### src/rtl/fix_field_scanner_if.sv
// Ingress/egress bus bundle for fix_field_scanner (valid/ready on both sides).
// Carries chksum_o only when FIX_SCAN_CHECKSUM_EN is defined.
interface fix_field_scanner_if #(
    parameter int unsigned LANES = 4,
    parameter int unsigned TAG_W = 16
);
    localparam int unsigned IDX_W = $clog2(LANES) + 1;

    logic [8*LANES-1:0] data_i;
    logic [LANES-1:0]   keep_i;
    logic               valid_i;
    logic               ready_o;
    logic               valid_o;
    logic               ready_i;
    logic [LANES-1:0]   soh_mask_o;
    logic [LANES-1:0]   sep_mask_o;
    logic [IDX_W-1:0]   soh_idx_o;
    logic [IDX_W-1:0]   sep_idx_o;
    logic [LANES-1:0]   tag_mask_o;
    logic [LANES-1:0]   val_mask_o;
    logic               tag_vld_o;
    logic [TAG_W-1:0]   tag_o;
    logic [IDX_W-1:0]   tag_cnt_o;
    logic               tag_status_o;
    logic               body_status_o;
    logic               err_o;
`ifdef FIX_SCAN_CHECKSUM_EN
    logic [7:0]         chksum_o;
`endif

    modport slave (
        input  data_i, keep_i, valid_i, ready_i,
        output ready_o, valid_o, soh_mask_o, sep_mask_o, soh_idx_o, sep_idx_o,
               tag_mask_o, val_mask_o, tag_vld_o, tag_o, tag_cnt_o,
               tag_status_o, body_status_o, err_o
`ifdef FIX_SCAN_CHECKSUM_EN
        , output chksum_o
`endif
    );

    modport master (
        output data_i, keep_i, valid_i, ready_i,
        input  ready_o, valid_o, soh_mask_o, sep_mask_o, soh_idx_o, sep_idx_o,
               tag_mask_o, val_mask_o, tag_vld_o, tag_o, tag_cnt_o,
               tag_status_o, body_status_o, err_o
`ifdef FIX_SCAN_CHECKSUM_EN
        , input chksum_o
`endif
    );
endinterface

### src/rtl/fix_field_scanner.sv
// FIX field scanner: per-beat SOH/"=" detection, TAG/VALUE classification and tag decode.
// Optional running byte checksum (reset after each tag-10 field) via FIX_SCAN_CHECKSUM_EN.
module fix_field_scanner #(
    parameter int unsigned LANES    = 4,
    parameter int unsigned TAG_W    = 16,
    parameter logic [7:0]  SOH_CHAR = 8'h01,
    parameter logic [7:0]  SEP_CHAR = 8'h3D
) (
    input  logic              clk,
    input  logic              rst,
    fix_field_scanner_if.slave bus
);
    localparam int unsigned IDX_W = $clog2(LANES) + 1;
    localparam int unsigned MUL_W = TAG_W + 4;
    localparam logic [IDX_W-1:0] IDX_NONE = '1;

    typedef enum logic {
        ST_TAG   = 1'b0,
        ST_VALUE = 1'b1
    } state_t;

    // Carried parse context
    state_t             r_state;
    logic [TAG_W-1:0]   r_acc;
    logic               r_has_dig;
    logic               r_ovf;

    // Output stage
    logic               r_valid;
    logic [LANES-1:0]   r_soh_mask;
    logic [LANES-1:0]   r_sep_mask;
    logic [IDX_W-1:0]   r_soh_idx;
    logic [IDX_W-1:0]   r_sep_idx;
    logic [LANES-1:0]   r_tag_mask;
    logic [LANES-1:0]   r_val_mask;
    logic               r_tag_vld;
    logic [TAG_W-1:0]   r_tag;
    logic [IDX_W-1:0]   r_tag_cnt;
    logic               r_err;

    // Lane-walk results
    state_t             w_state;
    logic [TAG_W-1:0]   w_acc;
    logic               w_has_dig;
    logic               w_ovf;
    logic [LANES-1:0]   w_soh_mask;
    logic [LANES-1:0]   w_sep_mask;
    logic [IDX_W-1:0]   w_soh_idx;
    logic [IDX_W-1:0]   w_sep_idx;
    logic [LANES-1:0]   w_tag_mask;
    logic [LANES-1:0]   w_val_mask;
    logic               w_tag_vld;
    logic [TAG_W-1:0]   w_tag;
    logic [IDX_W-1:0]   w_tag_cnt;
    logic               w_err;
    logic [7:0]         w_byte;
    logic [MUL_W-1:0]   w_prod;
    logic               w_ready;
    logic               w_accept;

`ifdef FIX_SCAN_CHECKSUM_EN
    logic [7:0]         r_sum;
    logic               r_t10;
    logic [7:0]         w_sum;
    logic               w_t10;
`endif

    assign w_ready  = !r_valid || bus.ready_i;
    assign w_accept = bus.valid_i && w_ready;

    // Walk kept lanes in order, starting from the carried parse context
    always_comb begin
        w_state    = r_state;
        w_acc      = r_acc;
        w_has_dig  = r_has_dig;
        w_ovf      = r_ovf;
        w_soh_mask = '0;
        w_sep_mask = '0;
        w_soh_idx  = IDX_NONE;
        w_sep_idx  = IDX_NONE;
        w_tag_mask = '0;
        w_val_mask = '0;
        w_tag_vld  = 1'b0;
        w_tag      = '0;
        w_tag_cnt  = '0;
        w_err      = 1'b0;
        w_byte     = '0;
        w_prod     = '0;
`ifdef FIX_SCAN_CHECKSUM_EN
        w_sum      = r_sum;
        w_t10      = r_t10;
`endif
        for (int unsigned i = 0; i < LANES; i++) begin
            if (bus.keep_i[i]) begin
                w_byte = bus.data_i[8*i +: 8];
`ifdef FIX_SCAN_CHECKSUM_EN
                w_sum = w_sum + w_byte;
`endif
                if (w_byte == SOH_CHAR) begin
                    w_soh_mask[i] = 1'b1;
                    if (w_soh_idx == IDX_NONE) w_soh_idx = IDX_W'(i);
                end
                if (w_byte == SEP_CHAR) begin
                    w_sep_mask[i] = 1'b1;
                    if (w_sep_idx == IDX_NONE) w_sep_idx = IDX_W'(i);
                end

                if (w_state == ST_TAG) begin
                    if (w_byte >= 8'h30 && w_byte <= 8'h39) begin
                        w_tag_mask[i] = 1'b1;
                        w_prod    = MUL_W'(w_acc) * MUL_W'(10) + MUL_W'(w_byte - 8'h30);
                        if (w_prod[MUL_W-1:TAG_W] != '0) w_ovf = 1'b1;
                        w_acc     = w_prod[TAG_W-1:0];
                        w_has_dig = 1'b1;
                    end else if (w_byte == SEP_CHAR) begin
                        if (!w_has_dig || w_ovf) begin
                            w_err = 1'b1;
`ifdef FIX_SCAN_CHECKSUM_EN
                            w_t10 = 1'b0;
`endif
                        end else begin
                            if (!w_tag_vld) w_tag = w_acc;
                            w_tag_vld = 1'b1;
                            w_tag_cnt = w_tag_cnt + IDX_W'(1);
`ifdef FIX_SCAN_CHECKSUM_EN
                            w_t10 = (w_acc == TAG_W'(10));
`endif
                        end
                        w_state   = ST_VALUE;
                        w_acc     = '0;
                        w_has_dig = 1'b0;
                        w_ovf     = 1'b0;
                    end else begin
                        w_err     = 1'b1;
                        w_state   = ST_TAG;
                        w_acc     = '0;
                        w_has_dig = 1'b0;
                        w_ovf     = 1'b0;
                    end
                end else if (w_byte == SOH_CHAR) begin
                    w_state = ST_TAG;
`ifdef FIX_SCAN_CHECKSUM_EN
                    // The SOH closing a tag-10 field restarts the sum after itself
                    if (w_t10) w_sum = '0;
                    w_t10 = 1'b0;
`endif
                end else begin
                    w_val_mask[i] = 1'b1;
                end
            end
        end
    end

    // Parse context and output stage advance only on accepted beats
    always_ff @(posedge clk) begin
        if (rst) begin
            r_state    <= ST_TAG;
            r_acc      <= '0;
            r_has_dig  <= 1'b0;
            r_ovf      <= 1'b0;
            r_valid    <= 1'b0;
            r_soh_mask <= '0;
            r_sep_mask <= '0;
            r_soh_idx  <= IDX_NONE;
            r_sep_idx  <= IDX_NONE;
            r_tag_mask <= '0;
            r_val_mask <= '0;
            r_tag_vld  <= 1'b0;
            r_tag      <= '0;
            r_tag_cnt  <= '0;
            r_err      <= 1'b0;
`ifdef FIX_SCAN_CHECKSUM_EN
            r_sum      <= '0;
            r_t10      <= 1'b0;
`endif
        end else if (w_accept) begin
            r_state    <= w_state;
            r_acc      <= w_acc;
            r_has_dig  <= w_has_dig;
            r_ovf      <= w_ovf;
            r_valid    <= 1'b1;
            r_soh_mask <= w_soh_mask;
            r_sep_mask <= w_sep_mask;
            r_soh_idx  <= w_soh_idx;
            r_sep_idx  <= w_sep_idx;
            r_tag_mask <= w_tag_mask;
            r_val_mask <= w_val_mask;
            r_tag_vld  <= w_tag_vld;
            r_tag      <= w_tag;
            r_tag_cnt  <= w_tag_cnt;
            r_err      <= r_err | w_err;
`ifdef FIX_SCAN_CHECKSUM_EN
            r_sum      <= w_sum;
            r_t10      <= w_t10;
`endif
        end else if (bus.ready_i) begin
            r_valid    <= 1'b0;
        end
    end

    assign bus.ready_o       = w_ready;
    assign bus.valid_o       = r_valid;
    assign bus.soh_mask_o    = r_soh_mask;
    assign bus.sep_mask_o    = r_sep_mask;
    assign bus.soh_idx_o     = r_soh_idx;
    assign bus.sep_idx_o     = r_sep_idx;
    assign bus.tag_mask_o    = r_tag_mask;
    assign bus.val_mask_o    = r_val_mask;
    assign bus.tag_vld_o     = r_tag_vld;
    assign bus.tag_o         = r_tag;
    assign bus.tag_cnt_o     = r_tag_cnt;
    assign bus.tag_status_o  = (r_state == ST_TAG);
    assign bus.body_status_o = (r_state == ST_VALUE);
    assign bus.err_o         = r_err;
`ifdef FIX_SCAN_CHECKSUM_EN
    assign bus.chksum_o      = r_sum;
`endif
endmodule

### src/flat_wrapper.sv
// flat-port wrapper written by rule: the top's interface ports become plain ports
module fix_field_scanner_flat 
#(
    parameter int unsigned LANES    = 4,
    parameter int unsigned TAG_W    = 16,
    parameter logic [7:0]  SOH_CHAR = 8'h01,
    parameter logic [7:0]  SEP_CHAR = 8'h3D
)
  (clk, rst, bus_data_i, bus_keep_i, bus_valid_i, bus_ready_i, bus_ready_o, bus_valid_o, bus_soh_mask_o, bus_sep_mask_o, bus_soh_idx_o, bus_sep_idx_o, bus_tag_mask_o, bus_val_mask_o, bus_tag_vld_o, bus_tag_o, bus_tag_cnt_o, bus_tag_status_o, bus_body_status_o, bus_err_o);
  fix_field_scanner_if #(.LANES(LANES), .TAG_W(TAG_W)) bus_i ();
  input  logic clk;
  input  logic rst;
  input wire logic [$bits(bus_i.data_i)-1:0] bus_data_i;
  input wire logic [$bits(bus_i.keep_i)-1:0] bus_keep_i;
  input wire logic [$bits(bus_i.valid_i)-1:0] bus_valid_i;
  input wire logic [$bits(bus_i.ready_i)-1:0] bus_ready_i;
  output wire logic [$bits(bus_i.ready_o)-1:0] bus_ready_o;
  output wire logic [$bits(bus_i.valid_o)-1:0] bus_valid_o;
  output wire logic [$bits(bus_i.soh_mask_o)-1:0] bus_soh_mask_o;
  output wire logic [$bits(bus_i.sep_mask_o)-1:0] bus_sep_mask_o;
  output wire logic [$bits(bus_i.soh_idx_o)-1:0] bus_soh_idx_o;
  output wire logic [$bits(bus_i.sep_idx_o)-1:0] bus_sep_idx_o;
  output wire logic [$bits(bus_i.tag_mask_o)-1:0] bus_tag_mask_o;
  output wire logic [$bits(bus_i.val_mask_o)-1:0] bus_val_mask_o;
  output wire logic [$bits(bus_i.tag_vld_o)-1:0] bus_tag_vld_o;
  output wire logic [$bits(bus_i.tag_o)-1:0] bus_tag_o;
  output wire logic [$bits(bus_i.tag_cnt_o)-1:0] bus_tag_cnt_o;
  output wire logic [$bits(bus_i.tag_status_o)-1:0] bus_tag_status_o;
  output wire logic [$bits(bus_i.body_status_o)-1:0] bus_body_status_o;
  output wire logic [$bits(bus_i.err_o)-1:0] bus_err_o;
  assign bus_i.data_i = bus_data_i;
  assign bus_i.keep_i = bus_keep_i;
  assign bus_i.valid_i = bus_valid_i;
  assign bus_i.ready_i = bus_ready_i;
  assign bus_ready_o = bus_i.ready_o;
  assign bus_valid_o = bus_i.valid_o;
  assign bus_soh_mask_o = bus_i.soh_mask_o;
  assign bus_sep_mask_o = bus_i.sep_mask_o;
  assign bus_soh_idx_o = bus_i.soh_idx_o;
  assign bus_sep_idx_o = bus_i.sep_idx_o;
  assign bus_tag_mask_o = bus_i.tag_mask_o;
  assign bus_val_mask_o = bus_i.val_mask_o;
  assign bus_tag_vld_o = bus_i.tag_vld_o;
  assign bus_tag_o = bus_i.tag_o;
  assign bus_tag_cnt_o = bus_i.tag_cnt_o;
  assign bus_tag_status_o = bus_i.tag_status_o;
  assign bus_body_status_o = bus_i.body_status_o;
  assign bus_err_o = bus_i.err_o;
  fix_field_scanner #(.LANES(LANES), .TAG_W(TAG_W), .SOH_CHAR(SOH_CHAR), .SEP_CHAR(SEP_CHAR)) u_core (.clk(clk), .rst(rst), .bus(bus_i));
endmodule
### config.mk
export PLATFORM = sky130hd
export DESIGN_NAME = fix_field_scanner_flat
export DESIGN_NICKNAME = d
export VERILOG_FILES = /design/src/rtl/fix_field_scanner_if.sv /design/src/rtl/fix_field_scanner.sv /design/src/flat_wrapper.sv
export SDC_FILE = /design/constraint.sdc
export NUM_CORES = 1
export LEC_CHECK = 0
export CAP_MARGIN = 20
export CORE_MARGIN = 5
export CORE_UTILIZATION = 35
export CTS_CLUSTER_SIZE = 14
export DETAILED_ROUTE_END_ITERATION = 10
export GPL_TIMING_DRIVEN = 1
export PLACE_DENSITY = 0.5
export SETUP_SLACK_MARGIN = 0.4
export SLEW_MARGIN = 20
export SYNTH_ARGS = -nofsm -noshare
export SYNTH_HDL_FRONTEND = slang
export SYNTH_SLANG_ARGS = --single-unit
### constraint.sdc
create_clock -name clk -period 16.49 [get_ports clk]
set_clock_uncertainty 0.2 [all_clocks]
set_input_delay 3.298 -clock clk [delete_from_list [all_inputs] [get_ports clk]]
set_output_delay 3.298 -clock clk [all_outputs]
set_load 0.01 [all_outputs]
==> reports/metrics.csv <==
stage;metric;value;unit
setup_path;worstPathRequired;16.47;ns
routing;ant_nets;0;
grt;antenna_found_initial;0;
clock_tree;clk_pin_slew;0.06;ns
layout;final_net_count;1773;
pwr;p_leak;0.005883;uW
setup_path;start_kind;input pin;
yosys;synthTopCellsByArea;ha_1, dfxtp_1, a21oi_1;
yosys;synth_area;10860;um^2
grt;grt_max_degree;75;
hold_path;hold_depth;2;
timing;setup_viol;0;
floorplan;initial_utilization;35.52;%
yosys;ys_seq_elements;63;
yosys;synth_top_area_share;22.92;%
yosys;synth_top_flop_cell;dfxtp_1;
floorplan;die_h;186.2;um
clock_tree;cts_inserted_buffers;9;
grt;gr-total-overflow;0;
routing;wl;38.31;mm
layout;antenna_cells;0;
routing;drt-pass1-iter-count;5;
setup_path;worstSetupPathType;input pin to flop;
yosys;synthMostInstantiatedCell;ha_1;
yosys;synth_nets;1705;
setup_path;cpMaxStageDelayCell;o41ai_1;
routing;routed_via_density;5.750;
outcome;status;finished, final reports clean;
timing;grt_setup_unrepaired;no;
routing;drtIter0Drc;721;
timing;fin_ws;1.318;ns
timing;timing.final.crit_share;92.00;%
clock_tree;post-cts-setup-buffers;0;
clock_tree;root_buffer;clkbuf_16;
timing;finalHoldViolCount;0;
clock_tree;cts_buffer_depth;2;
yosys;yosys-top-cells-count;ha_1, nor2_1, nand2_1, a21oi_1, o21ai_0;
pwr;ir_worst_vdd;0.00003988;V
timing;fin_crit;15.17;ns
yosys;syn_inst;1458;
clock_tree;htreeDepth;3;
clock_tree;cts.repair.resized;0;
timing;timing.fmax;65.91;MHz
clock_tree;clkSinkCount;63;
clock_tree;postCtsHoldBufs;0;
layout;seq_area;1261;um^2
grt;grt_usage;21.26;%
timing;tightest_slew;1.125;ns
setup_path;cp-end-kind;flop;
setup_path;worst_ep_arrival_time;15.15;ns
setup_path;path_max_fanout;9;
placed_design;routabilityCongestion;0.9089;
clock_tree;cts_tree;yes;
timing;maxSlewViolCount;0;
routing;vias;11080;
pwr;cellPowerDensity;59.05;nW/um^2
yosys;seq_area_frac_synth;11.61;%
setup_path;crit_path_max_incr_delay;0.97;ns
timing;relSlewSlack;24.02;%
routing;drc;0;
setup_path;r2r_cells;48;
yosys;synth_edf_count;0;
grt;grt_pass1_wl;58.42;mm
floorplan;fp.dieW;186.2;um
run;max_cap_violations;0;
layout;fillCellCount;3198;
grt;grt_pass1_vias;10250;
timing;fin_tns_setup;0;ns
floorplan;num_rows;64;
placed_design;io_buffers;86;
placed_design;hpwl;30.80;mm
setup_path;cpMostUsedCell;ha_1;
hold_path;hp-class;flop to flop;
floorplan;die-area;34660;um^2
layout;multi_input_area;9141;um^2
yosys;yosys.cell_types.count;70;
layout;synthToLayoutAreaGrowth;15.09;%
clock_tree;insertion_delay;0.33;ns
yosys;avgSynthCellArea;7.451;um^2
floorplan;boundaryPins;87;
floorplan;coreArea;30590;um^2
yosys;synthArstFlopShare;0;%
yosys;yosysTopAreaCell;ha_1;
yosys;yosysWarnings;0;
routing;wl_per_cell;19.88;um
placed_design;dpl_worst_slack;0.9284;ns
layout;drive_above_1_share;4.050;%
==> worst max-delay path: cells and delay by family <==
kind / cells / cell delay, ns
AO/OA/AOI/OAI: 19 / 6.11
adder cells (fa/ha/maj): 10 / 3.19
AND/OR/NAND/NOR: 6 / 1.42
XOR/XNOR: 5 / 0.65
buffers and inverters: 1 / 0.47
==> path summary, 6_finish.rpt <==
check                           start                       end  slack (ns)
min          u_core.bus.sep_mask_o[3]  u_core.bus.sep_mask_o[3]        0.25
min reg2reg  u_core.bus.sep_mask_o[3]  u_core.bus.sep_mask_o[3]        0.25
max reg2reg           u_core.r_acc[1]              u_core.r_ovf        3.93
max                     bus_data_i[4]              u_core.r_ovf        1.32
==> cell type report <==
type / instances / share of cell area, %
Multi-Input combinational cell: 1269 / 73.11
Tap cell: 396 / 3.963
Clock inverter: 7 / 0.7705
Sequential cell: 63 / 10.09
Clock buffer: 9 / 1.801
Inverter: 80 / 2.402
Timing Repair Buffer: 103 / 7.866
==> power by group <==
group	switching, uW	total, uW	leakage [uW]	internal [uW]
Clock	73.4	206	0.000160	133
Combinational	214	358	0.00521	144
Sequential	13.9	174	0.000516	160
==> sequential cells by signal, indices dropped and copies added, names as in the netlist <==
signal	count
u_core.bus.val_mask_o	4
u_core.bus.err_o	1
u_core.bus.tag_mask_o	4
u_core.bus.tag_o	16
u_core.bus.sep_idx_o	3
u_core.bus.tag_cnt_o	3
u_core.bus.valid_o	1
u_core.r_acc	16
u_core.r_ovf	1
u_core.bus.soh_mask_o	4
u_core.bus.body_status_o	1
u_core.bus.soh_idx_o	3
u_core.r_has_dig	1
u_core.bus.tag_vld_o	1
u_core.bus.sep_mask_o	4
==> cell usage in the layout (no fill, tap or decap), types with 41 or more instances in the layout <==
| master | n |
|---|---|
| a21o_1 | 41 |
| a21oi_1 | 125 |
| clkdlybuf4s50_1 | 85 |
| dfxtp_1 | 63 |
| ha_1 | 199 |
| inv_1 | 80 |
| nand2_1 | 130 |
| nor2_1 | 144 |
| nor3_1 | 48 |
| o21ai_0 | 81 |
| xnor2_1 | 60 |
==> metal layers <==
metal | up-vias | wire (um) | global-route usage (%)
li1 | 5566 | - | -
met1 | 5246 | 18350 | 30.49
met2 | 235 | 17570 | 34.86
met3 | 34 | 1690 | 1.886
met4 | 0 | 700 | 4.605
met5 | - | 0 | 0
==> logic make-up (layout without fill, tap and decap cells) <==
family	after synthesis	after routing	synth area share [%]
buffers and inverters	126	199	4.469
AOI/OAI and AO/OA	484	484	30.23
muxes	10	10	1.002
xor gates and xnor gates	97	97	7.820
adders and majority gates	207	207	24.39
and+or+nand+nor	471	471	20.48
DFF	63	63	11.61
==> stage by stage <==
step	power (uW)	instance area [um^2]	cells	utilization [%]	hold WS (ns)
2_1_floorplan	420.2	10860	1458	-	0.2405
3_3_place_gp	530.4	12170	1911	39.77	0.2469
3_5_place_dp	530.0	12170	1911	39.80	0.2485
4_1_cts	738.3	12500	1927	40.85	0.2572
5_1_grt	787.2	12500	1927	40.87	0.2771
6_report	738.3	12500	1927	40.87	0.2547
Note: power is estimated with default switching activity, not from simulation.
